### src/rtl/noc_output_arbiter_pkg.sv
// Shared parameters and types for the NoC output-port switch allocator.
package noc_output_arbiter_pkg;

    localparam int Noc_Port_Num     = 5;
    localparam int Noc_Arb_Watchdog = 1024;

    typedef enum logic {
        ARB_IDLE,
        ARB_LOCKED
    } arb_state_t;

endpackage

### src/rtl/noc_output_arbiter_rr_pick.sv
// Combinational round-robin picker: first requester at or after ptr, with wrap.
module noc_rr_pick
    import noc_output_arbiter_pkg::*;
#(
    parameter int N     = Noc_Port_Num,
    parameter int IDX_W = $clog2(Noc_Port_Num)
) (
    input  logic [N-1:0]     req,
    input  logic [IDX_W-1:0] ptr,
    output logic [IDX_W-1:0] gnt_idx,
    output logic             gnt_valid
);

    logic [2*N-1:0] w_dbl;
    logic [2*N-1:0] w_masked;
    logic           w_hit;

    assign w_dbl     = {req, req};
    assign gnt_valid = |req;

    // Mask off the lower copy below ptr; the upper copy supplies the wrap-around candidates.
    always_comb begin
        w_masked = '0;
        gnt_idx  = '0;
        w_hit    = 1'b0;
        for (int unsigned j = 0; j < 2 * N; j++) begin
            w_masked[j] = w_dbl[j] && (j >= 32'(ptr));
        end
        for (int unsigned j = 0; j < 2 * N; j++) begin
            if (!w_hit && w_masked[j]) begin
                w_hit   = 1'b1;
                gnt_idx = IDX_W'(j % N);
            end
        end
    end

endmodule

### src/rtl/noc_output_arbiter.sv
// Per-output-port wormhole switch allocator: round-robin pick, packet lock, stall watchdog.
module noc_output_arbiter
    import noc_output_arbiter_pkg::*;
#(
    parameter int N_PORTS         = Noc_Port_Num,
    parameter int WATCHDOG_CYCLES = Noc_Arb_Watchdog
) (
    input  logic                       noc_clk,
    input  logic                       noc_rst_n,
    input  logic [N_PORTS-1:0]         i_req,
    input  logic [N_PORTS-1:0]         i_tail,
    input  logic                       i_xfer,
    input  logic                       i_clear,
    output logic [N_PORTS-1:0]         o_grant,
    output logic                       o_locked,
    output logic [$clog2(N_PORTS)-1:0] o_owner,
    output logic                       o_stall_err
);

    localparam int IDX_W = $clog2(N_PORTS);
    localparam int WD_W  = $clog2(WATCHDOG_CYCLES + 1);
    localparam logic [WD_W-1:0] WD_MAX = WD_W'(WATCHDOG_CYCLES);
    localparam logic [IDX_W-1:0] LAST_PORT = IDX_W'(N_PORTS - 1);

    arb_state_t         r_state;
    arb_state_t         w_state_nxt;
    logic [N_PORTS-1:0] r_grant;
    logic [IDX_W-1:0]   r_owner;
    logic [IDX_W-1:0]   r_rr_ptr;
    logic [WD_W-1:0]    r_wd_cnt;
    logic               r_stall_err;
    logic [IDX_W-1:0]   w_pick_idx;
    logic               w_pick_valid;
    logic               w_release;

    noc_rr_pick #(
        .N     (N_PORTS),
        .IDX_W (IDX_W)
    ) u_pick (
        .req       (i_req),
        .ptr       (r_rr_ptr),
        .gnt_idx   (w_pick_idx),
        .gnt_valid (w_pick_valid)
    );

    // FSM state register.
    always_ff @(posedge noc_clk or negedge noc_rst_n) begin
        if (!noc_rst_n) begin
            r_state <= ARB_IDLE;
        end else begin
            r_state <= w_state_nxt;
        end
    end

    // Next-state: lock on any request in IDLE, release on the owner's accepted tail flit.
    always_comb begin
        w_state_nxt = r_state;
        w_release   = 1'b0;
        case (r_state)
            ARB_IDLE: begin
                if (w_pick_valid) begin
                    w_state_nxt = ARB_LOCKED;
                end
            end
            ARB_LOCKED: begin
                if (i_xfer && i_tail[r_owner]) begin
                    w_release   = 1'b1;
                    w_state_nxt = ARB_IDLE;
                end
            end
            default: w_state_nxt = ARB_IDLE;
        endcase
    end

    // Grant, owner and round-robin pointer registers.
    always_ff @(posedge noc_clk or negedge noc_rst_n) begin
        if (!noc_rst_n) begin
            r_grant  <= '0;
            r_owner  <= '0;
            r_rr_ptr <= '0;
        end else if (r_state == ARB_IDLE) begin
            if (w_pick_valid) begin
                r_owner <= w_pick_idx;
                r_grant <= N_PORTS'(1) << w_pick_idx;
            end
        end else if (w_release) begin
            r_grant  <= '0;
            r_rr_ptr <= (r_owner == LAST_PORT) ? '0 : r_owner + 1'b1;
        end
    end

    // Watchdog: counts locked cycles without a transfer; the error is sticky until cleared.
    always_ff @(posedge noc_clk or negedge noc_rst_n) begin
        if (!noc_rst_n) begin
            r_wd_cnt    <= '0;
            r_stall_err <= 1'b0;
        end else if (i_clear) begin
            r_wd_cnt    <= '0;
            r_stall_err <= 1'b0;
        end else if (r_state != ARB_LOCKED || i_xfer) begin
            r_wd_cnt <= '0;
        end else if (r_wd_cnt != WD_MAX) begin
            r_wd_cnt <= r_wd_cnt + 1'b1;
            if (r_wd_cnt == WD_MAX - 1'b1) begin
                r_stall_err <= 1'b1;
            end
        end
    end

    assign o_grant     = r_grant;
    assign o_locked    = (r_state == ARB_LOCKED);
    assign o_owner     = r_owner;
    assign o_stall_err = r_stall_err;

endmodule

### config.mk
export PLATFORM = sky130hd
export DESIGN_NAME = noc_output_arbiter
export DESIGN_NICKNAME = d
export VERILOG_FILES = /design/src/rtl/noc_output_arbiter_pkg.sv /design/src/rtl/noc_output_arbiter_rr_pick.sv /design/src/rtl/noc_output_arbiter.sv
export SDC_FILE = /design/constraint.sdc
export NUM_CORES = 1
export LEC_CHECK = 0
export BUFFER_PORTS_ARGS = -buffer_cell sky130_fd_sc_hd__buf_2
export CELL_PAD_IN_SITES_DETAIL_PLACEMENT = 1
export CELL_PAD_IN_SITES_GLOBAL_PLACEMENT = 1
export CORE_AREA = 2 2 64 66
export CTS_CLUSTER_SIZE = 8
export DETAILED_ROUTE_END_ITERATION = 10
export DIE_AREA = 0 0 66 68
export PLACE_DENSITY = 0.8
export SYNTH_ARGS = -nofsm -noshare
export SYNTH_HDL_FRONTEND = slang
export SYNTH_SLANG_ARGS = --single-unit
### constraint.sdc
create_clock -name noc_clk -period 1.8 [get_ports noc_clk]
set_clock_uncertainty 0.2 [all_clocks]
set_input_delay 0.09 -clock noc_clk [delete_from_list [all_inputs] [get_ports noc_clk]]
set_output_delay 0.09 -clock noc_clk [all_outputs]
set_load 0.02 [all_outputs]
======== Word-level counts from Yosys, hierarchy flattened ========
Index checks and enable logic that the tools add are counted.
Widths: inputs -> output; s select.
cells by class
  shifts and indexed selects .............. 1
  reduce and logical (&&, ||, !) cells .... 36
  $lt $le $gt $ge ......................... 8
  add/sub/neg operators ................... 2
  eq/ne operators ......................... 5
  muxes and demuxes ....................... 36
  bitwise logic cells ..................... 1
operator list
  operator               number
  $mux 11                3
  $mux 3                 9
  $mux 1                 19
  $logic_and 1x1->1      17
  $mux 5                 3
  $add 11x1->11 const B  1
  $eq 11x10->1 const B   1
  $ne 11x11->1 const B   1
  $ge 3x3->1 const A     3
  $logic_not 1->1        9
  $ge 1x3->1 const A     2
  $ge 2x3->1 const A     2
  $reduce_and 2->1       3
  $reduce_bool 2->1      3
  $reduce_or 5->1        1
  $shl 1x3->5 const A    1
  $lt 3x4->1 const B     1
  $add 3x1->3 const B    1
  $bmux 1 s3             1
  $eq 3x3->1 const B     1
  $reduce_and 3->1       1
  $reduce_bool 3->1      1
  $ne 2x1->1 const B     1
  $ne 2x2->1 const B     1
  other kinds (3)        3
word-level totals
  bits in registers ....................... 24
  output and inout port bits .............. 10
  bits of input ports ..................... 14

======== Longest topological paths before layout ========
  depth in word-level cells ............... 33
  mapped depth ............................ 6

======== By module ========
From an unflattened synthesis, not the netlist that was laid out.
second synthesis, totals
  cell total of the unflattened synthesis .. 161
  area total of the unflattened synthesis .. 1460.2 µm²
modules (own cells, without submodules)
  module              sequential area each (µm²)  instances  cells each  area each (µm²)
  noc_output_arbiter  600.6                       1          120         1217.4
  noc_rr_pick         0.0                         1          41          242.7

======== Worst setup path before layout ========
OpenSTA, ideal clock, no wires.
  kind .................................... reg-to-reg
  start point ............................. register r_owner[0], in the netlist o_owner[0]
  end point ............................... register r_rr_ptr[0]
  cell stages (with the launch flop) ...... 5
  required time ........................... 1.475 ns
  arrival time ............................ 1.618 ns
  setup time .............................. 0.125 ns
  period minus slack after synthesis ...... 1.943 ns
  setup slack ............................. -0.143 ns
  cells stage by stage .................... dfrtp_1 -> mux4_2 -> a21oi_2 -> nor2_4 -> mux2_4
on the way
  word-level cells in the longest chain between the ends .. 6
  elaborated cells between the ends (all ways) .. 9
  classes of those cells .................. 1 x add/sub; 1 x eq/ne; 5 x mux; 2 x reduce/logical
RTL lines
  item                          RTL line                  RTL
  from (decl)                   noc_output_arbiter.sv:28  logic [IDX_W-1:0] r_owner;
  from (signal assigned)        noc_output_arbiter.sv:83  r_owner <= w_pick_idx;
  $bmux 1 s3                    noc_output_arbiter.sv:66  if (i_xfer && i_tail[r_owner]) begin
  $mux 1 (not written as such)  noc_output_arbiter.sv:66
  $logic_and 1x1->1             noc_output_arbiter.sv:66
  $mux 1                        noc_output_arbiter.sv:66
  $mux 1                        noc_output_arbiter.sv:59  case (r_state)
  $reduce_and 2->1 (no line)    -
  to (signal assigned)          noc_output_arbiter.sv:88  r_rr_ptr <= (r_owner == LAST_PORT) ? '0 : r_owner + 1'b1;
  to (decl)                     noc_output_arbiter.sv:29  logic [IDX_W-1:0] r_rr_ptr;
Several ways; a longest one is shown, not always the timed one. The select of a mux whose other input is x is not followed.
A chain may end at the register's enable or synchronous reset.

======== Worst setup path in the final report ========
  start point ............................. register r_wd_cnt[1]
  end point ............................... register r_stall_err, in the netlist o_stall_err
on the way
  word-level cells in the longest chain between the ends .. 3
  elaborated cells between the ends (all ways) .. 5
  classes of those cells .................. 2 x eq/ne; 3 x reduce/logical
RTL lines
  item                                          RTL line                                              RTL
  from (decl)                                   noc_output_arbiter.sv:30                              logic [WD_W-1:0] r_wd_cnt;
  from (signal assigned)                        noc_output_arbiter.sv:103                             r_wd_cnt <= r_wd_cnt + 1'b1;
  $eq 11x10->1 or $ne 11x11->1 (tied branches)  noc_output_arbiter.sv:104, noc_output_arbiter.sv:102
  $reduce_bool 2->1 (no line)                   -
  $reduce_and 3->1 (no line) *                  -
  to (signal assigned)                          noc_output_arbiter.sv:96                              r_stall_err <= 1'b0;
  to (signal assigned)                          noc_output_arbiter.sv:99                              r_stall_err <= 1'b0;
  to (signal assigned)                          noc_output_arbiter.sv:105                             r_stall_err <= 1'b1;
  to (decl)                                     noc_output_arbiter.sv:31                              logic r_stall_err;
Mark *: on every way between the ends. The rest lies on a longest branch, timed or not.

==> impl_results.md <==
* P&R area growth vs syn at 30.13%
* Normalized max-slew margin at a little over three fifths
* Max Transition Viols Final at 0
* Final hold violation count at 0
* Start point of the worst min-delay path: i_req[2]
* First-pass GRT wire length at about 6 mm
* Setup crit start kind: flop
* Post-Layout Cell Count at 232
* I/O pin cnt at 24
* Port Buf Inserts at 23
* Minimum setup slack in the final design at 25.31 ps
* Post-synthesis cell type count at 44
* Number of iterations in the first detailed-routing pass at 4
* Synthesized area divided by synthesized cell count at 9.295 sq um
* Yosys warns at 0
* Final setup violation count at 0
* Share of flip-flops with an asynchronous set or reset at 100.0%
* Leading cell types in the layout, fill and taps excluded: sky130_fd_sc_hd__buf_2, sky130_fd_sc_hd__nor2_1, sky130_fd_sc_hd__dfrtp_1
* Worst EP required at roughly 1800 ps
* Crit Reg-Reg Startpoint: r_wd_cnt[1]
* Number of nets produced by synthesis at between 150 and 200
* CTS sink cnt at 24
* Max-cap check violation count at 0
* Number of synthesized flops with an enable pin at 0
* Fraction of layout instances using a drive strength above 1 at between 30% and 40%
* Leakage power at approximately 0.8 nW
* Period Utilization, post-route at approximately 100%
* Summed instance area of the synthesized netlist at approximately 0.0014 sq mm
* Die height at between 60 and 70 microns
* Die width at approximately 66 microns
* Top cells by area in the synthesized netlist: sky130_fd_sc_hd__dfrtp_1, sky130_fd_sc_hd__nor2_1, sky130_fd_sc_hd__xor2_1
* Leading cell type in the layout, fill and taps excluded: sky130_fd_sc_hd__buf_2
* RSZ-0062 raised after global routing: yes
* Worst-case setup slack after placement at -63.90 ps
* Path type of the worst setup path: reg -> reg
* Result of the run: finished clean
* Post-DR wirelength/cell at roughly 16 microns
* Filler cells at approximately 470
* Number of vias per cell at around 5.3
* Post-layout nets at between 200 and 250
* Via count of the first global-routing pass at ~1.3k
* Number of nets with antenna violations after detailed routing at 0
* Effective utilization at floorplan at a little over a third
* Total Die Area at between 0.004 and 0.005 sq mm
* Final wirelength at 3.736 mm
* Largest buffer count on any clock path at 2
* Power density normalized to cell area at approximately 1300 mW/mm^2
* Area of combinational cells with multiple inputs at 823.3 sq um
* Antenna violations before repair at 0
* Share of the synthesized area in the top cell type at a little over two fifths
* Global-route usage over all layers at 17.79%
* Critical path fanouts, max at 3
* Total number of H-tree levels at 1
* Row Count at 23
* VDD IR-drop max at between 0.3 and 0.4 mV
* Root buffer cell: sky130_fd_sc_hd__clkbuf_8
* Crit end category: flop
* Clock tree from TritonCTS: done
* Sum of net half-perimeters after detailed placement at 2.595 mm
* DRC Markers at 0
* Source of the critical timing path: r_wd_cnt[1]
* Predominant post-synthesis flop cell: sky130_fd_sc_hd__dfrtp_1
* TritonCTS Buffers at 3
* Antenna diode count at 0
* Total of flip-flops plus latches after synthesis at 24
* Sequential fraction of the synthesis area at between 40% and 50%
* Vias at 1,218
* Final RePlAce weighted congestion at a little over 0.8
* Worst-Skew Late Latency at 260 ps
* Cell taking the most area after synthesis: sky130_fd_sc_hd__dfrtp_1
* Data arrival, critical path at ~1800 ps
* Cell total after placement at 222
* Leftover overflow at the end of global routing at 0
* Total core area at around 0.0039 sq mm
* Starting DRC count in detailed routing at 21
* Transition time of the tightest slew-check pin at between 500 and 600 ps
* Classification of the worst-slack hold path: in -> reg
* Clock period minus final worst setup slack at 1775 ps
* Maximum number of pins on one net before global-route repair at 25
* Maximum clock rate at about 560 MHz
* Sequential cell area at 605.6 sq um
* Synthesized instance count at between 100 and 150
* Clock transition at the register clock pins on the worst setup and hold paths after CTS at ~80 ps
==> cell usage after synthesis (2+ instances only) <==
cell	instances
sky130_fd_sc_hd__nor4_1	2
sky130_fd_sc_hd__o21ai_0	5
sky130_fd_sc_hd__clkbuf_1	2
sky130_fd_sc_hd__o22ai_1	2
sky130_fd_sc_hd__buf_2	2
sky130_fd_sc_hd__inv_1	7
sky130_fd_sc_hd__nor2_1	22
sky130_fd_sc_hd__nand2_1	16
sky130_fd_sc_hd__nor3_1	2
sky130_fd_sc_hd__nand3_1	5
sky130_fd_sc_hd__xnor2_1	3
sky130_fd_sc_hd__o32ai_1	2
sky130_fd_sc_hd__ha_1	4
sky130_fd_sc_hd__nand4_1	2
sky130_fd_sc_hd__and3_1	3
sky130_fd_sc_hd__dfrtp_1	24
sky130_fd_sc_hd__xor2_1	7
sky130_fd_sc_hd__a21oi_1	8
sky130_fd_sc_hd__mux2_4	2
sky130_fd_sc_hd__nand2b_1	3
==> final cells by class <==
cell class	count	area share [%]
well taps	50	3.519
clock buffers	4	2.533
flip-flops and latches	24	34.06
repair buffers	35	12.10
inverters	7	1.478
multi-input cells	112	46.31
==> routing by layer <==
layer  track usage [%]  share of wire (%)
met1             20.25                 40
met5                 0                  0
met2             33.59                 56
met4             7.653                1.5
met3             2.138                2.0
==> stage by stage <==
| stage | hold slack (ps) | setup TNS [ps] | utilization (%) | area, sq um | power, mW |
|---|---|---|---|---|---|
| 2_1_floorplan | -405.6 | -67.98 | - | 1368 | 1.474 |
| 3_3_place_gp | -99.37 | 0 | 40.79 | 1573 | 1.769 |
| 3_5_place_dp | -91.71 | -146.5 | 40.79 | 1573 | 1.825 |
| 4_1_cts | 33.03 | 0 | 43.71 | 1685 | 2.206 |
| 5_1_grt | 48.87 | -191.1 | 46.11 | 1778 | 2.523 |
| 6_report | 36.29 | 0 | 46.11 | 1778 | 2.358 |
==> what timing repair did <==
| action | in CTS | in global routing |
|---|---|---|
| pin swaps | 2 | 3 |
| hold buffers | 4 | 0 |
| hold endpoints to repair | 26 | 0 |
| buffers inserted | 0 | 2 |
| gates resized for setup | 7 | 18 |
| endpoints found under the setup margin | 6 | 10 |
==> power breakdown <==
group	total, mW	internal, mW	leakage, nW	switching (mW)
Sequential	0.840	0.666	0.313	0.174
Combinational	1.20	0.539	0.445	0.657
Clock	0.323	0.158	0.0228	0.165
Total	2.36	1.36	0.780	0.995
==> sequential cells by signal (all words and copies together), names as in the netlist <==
| register | flops |
|---|---|
| o_grant | 5 |
| o_locked | 1 |
| o_owner | 3 |
| o_stall_err | 1 |
| r_rr_ptr | 3 |
| r_wd_cnt | 11 |
==> cells by family after synthesis <==
kind of cell    after synthesis  share of synthesized area (%)
compound gates               30                          14.74
flops                        24                          43.96
fa+ha+maj                     4                          3.663
mux                           4                          4.670
simple gates                 64                          23.35
buf+inv                      11                          3.206
xor+xnor                     10                          6.411
==> worst paths after layout <==
kind                          endpoint  slack, ps  cells after the start
max                        o_stall_err         30                      6
min                         o_grant[2]         40                      3
max reg2reg                o_stall_err         30                      6
min reg2reg                o_stall_err        310                      2
max in group asynchronous  r_rr_ptr[2]        870                      2
min in group asynchronous  r_wd_cnt[1]        130                      2
==> worst max-delay path, cell delays in order (launching register included) <==
cell and delay, ps:
sky130_fd_sc_hd__dfrtp_1 390, sky130_fd_sc_hd__ha_2 210, sky130_fd_sc_hd__and4_4 240, sky130_fd_sc_hd__nand4_1 160
sky130_fd_sc_hd__nor4b_2 340, sky130_fd_sc_hd__nor2_1 70, sky130_fd_sc_hd__nor2_1 90
No activity file was read; power rests on OpenSTA's default activity.
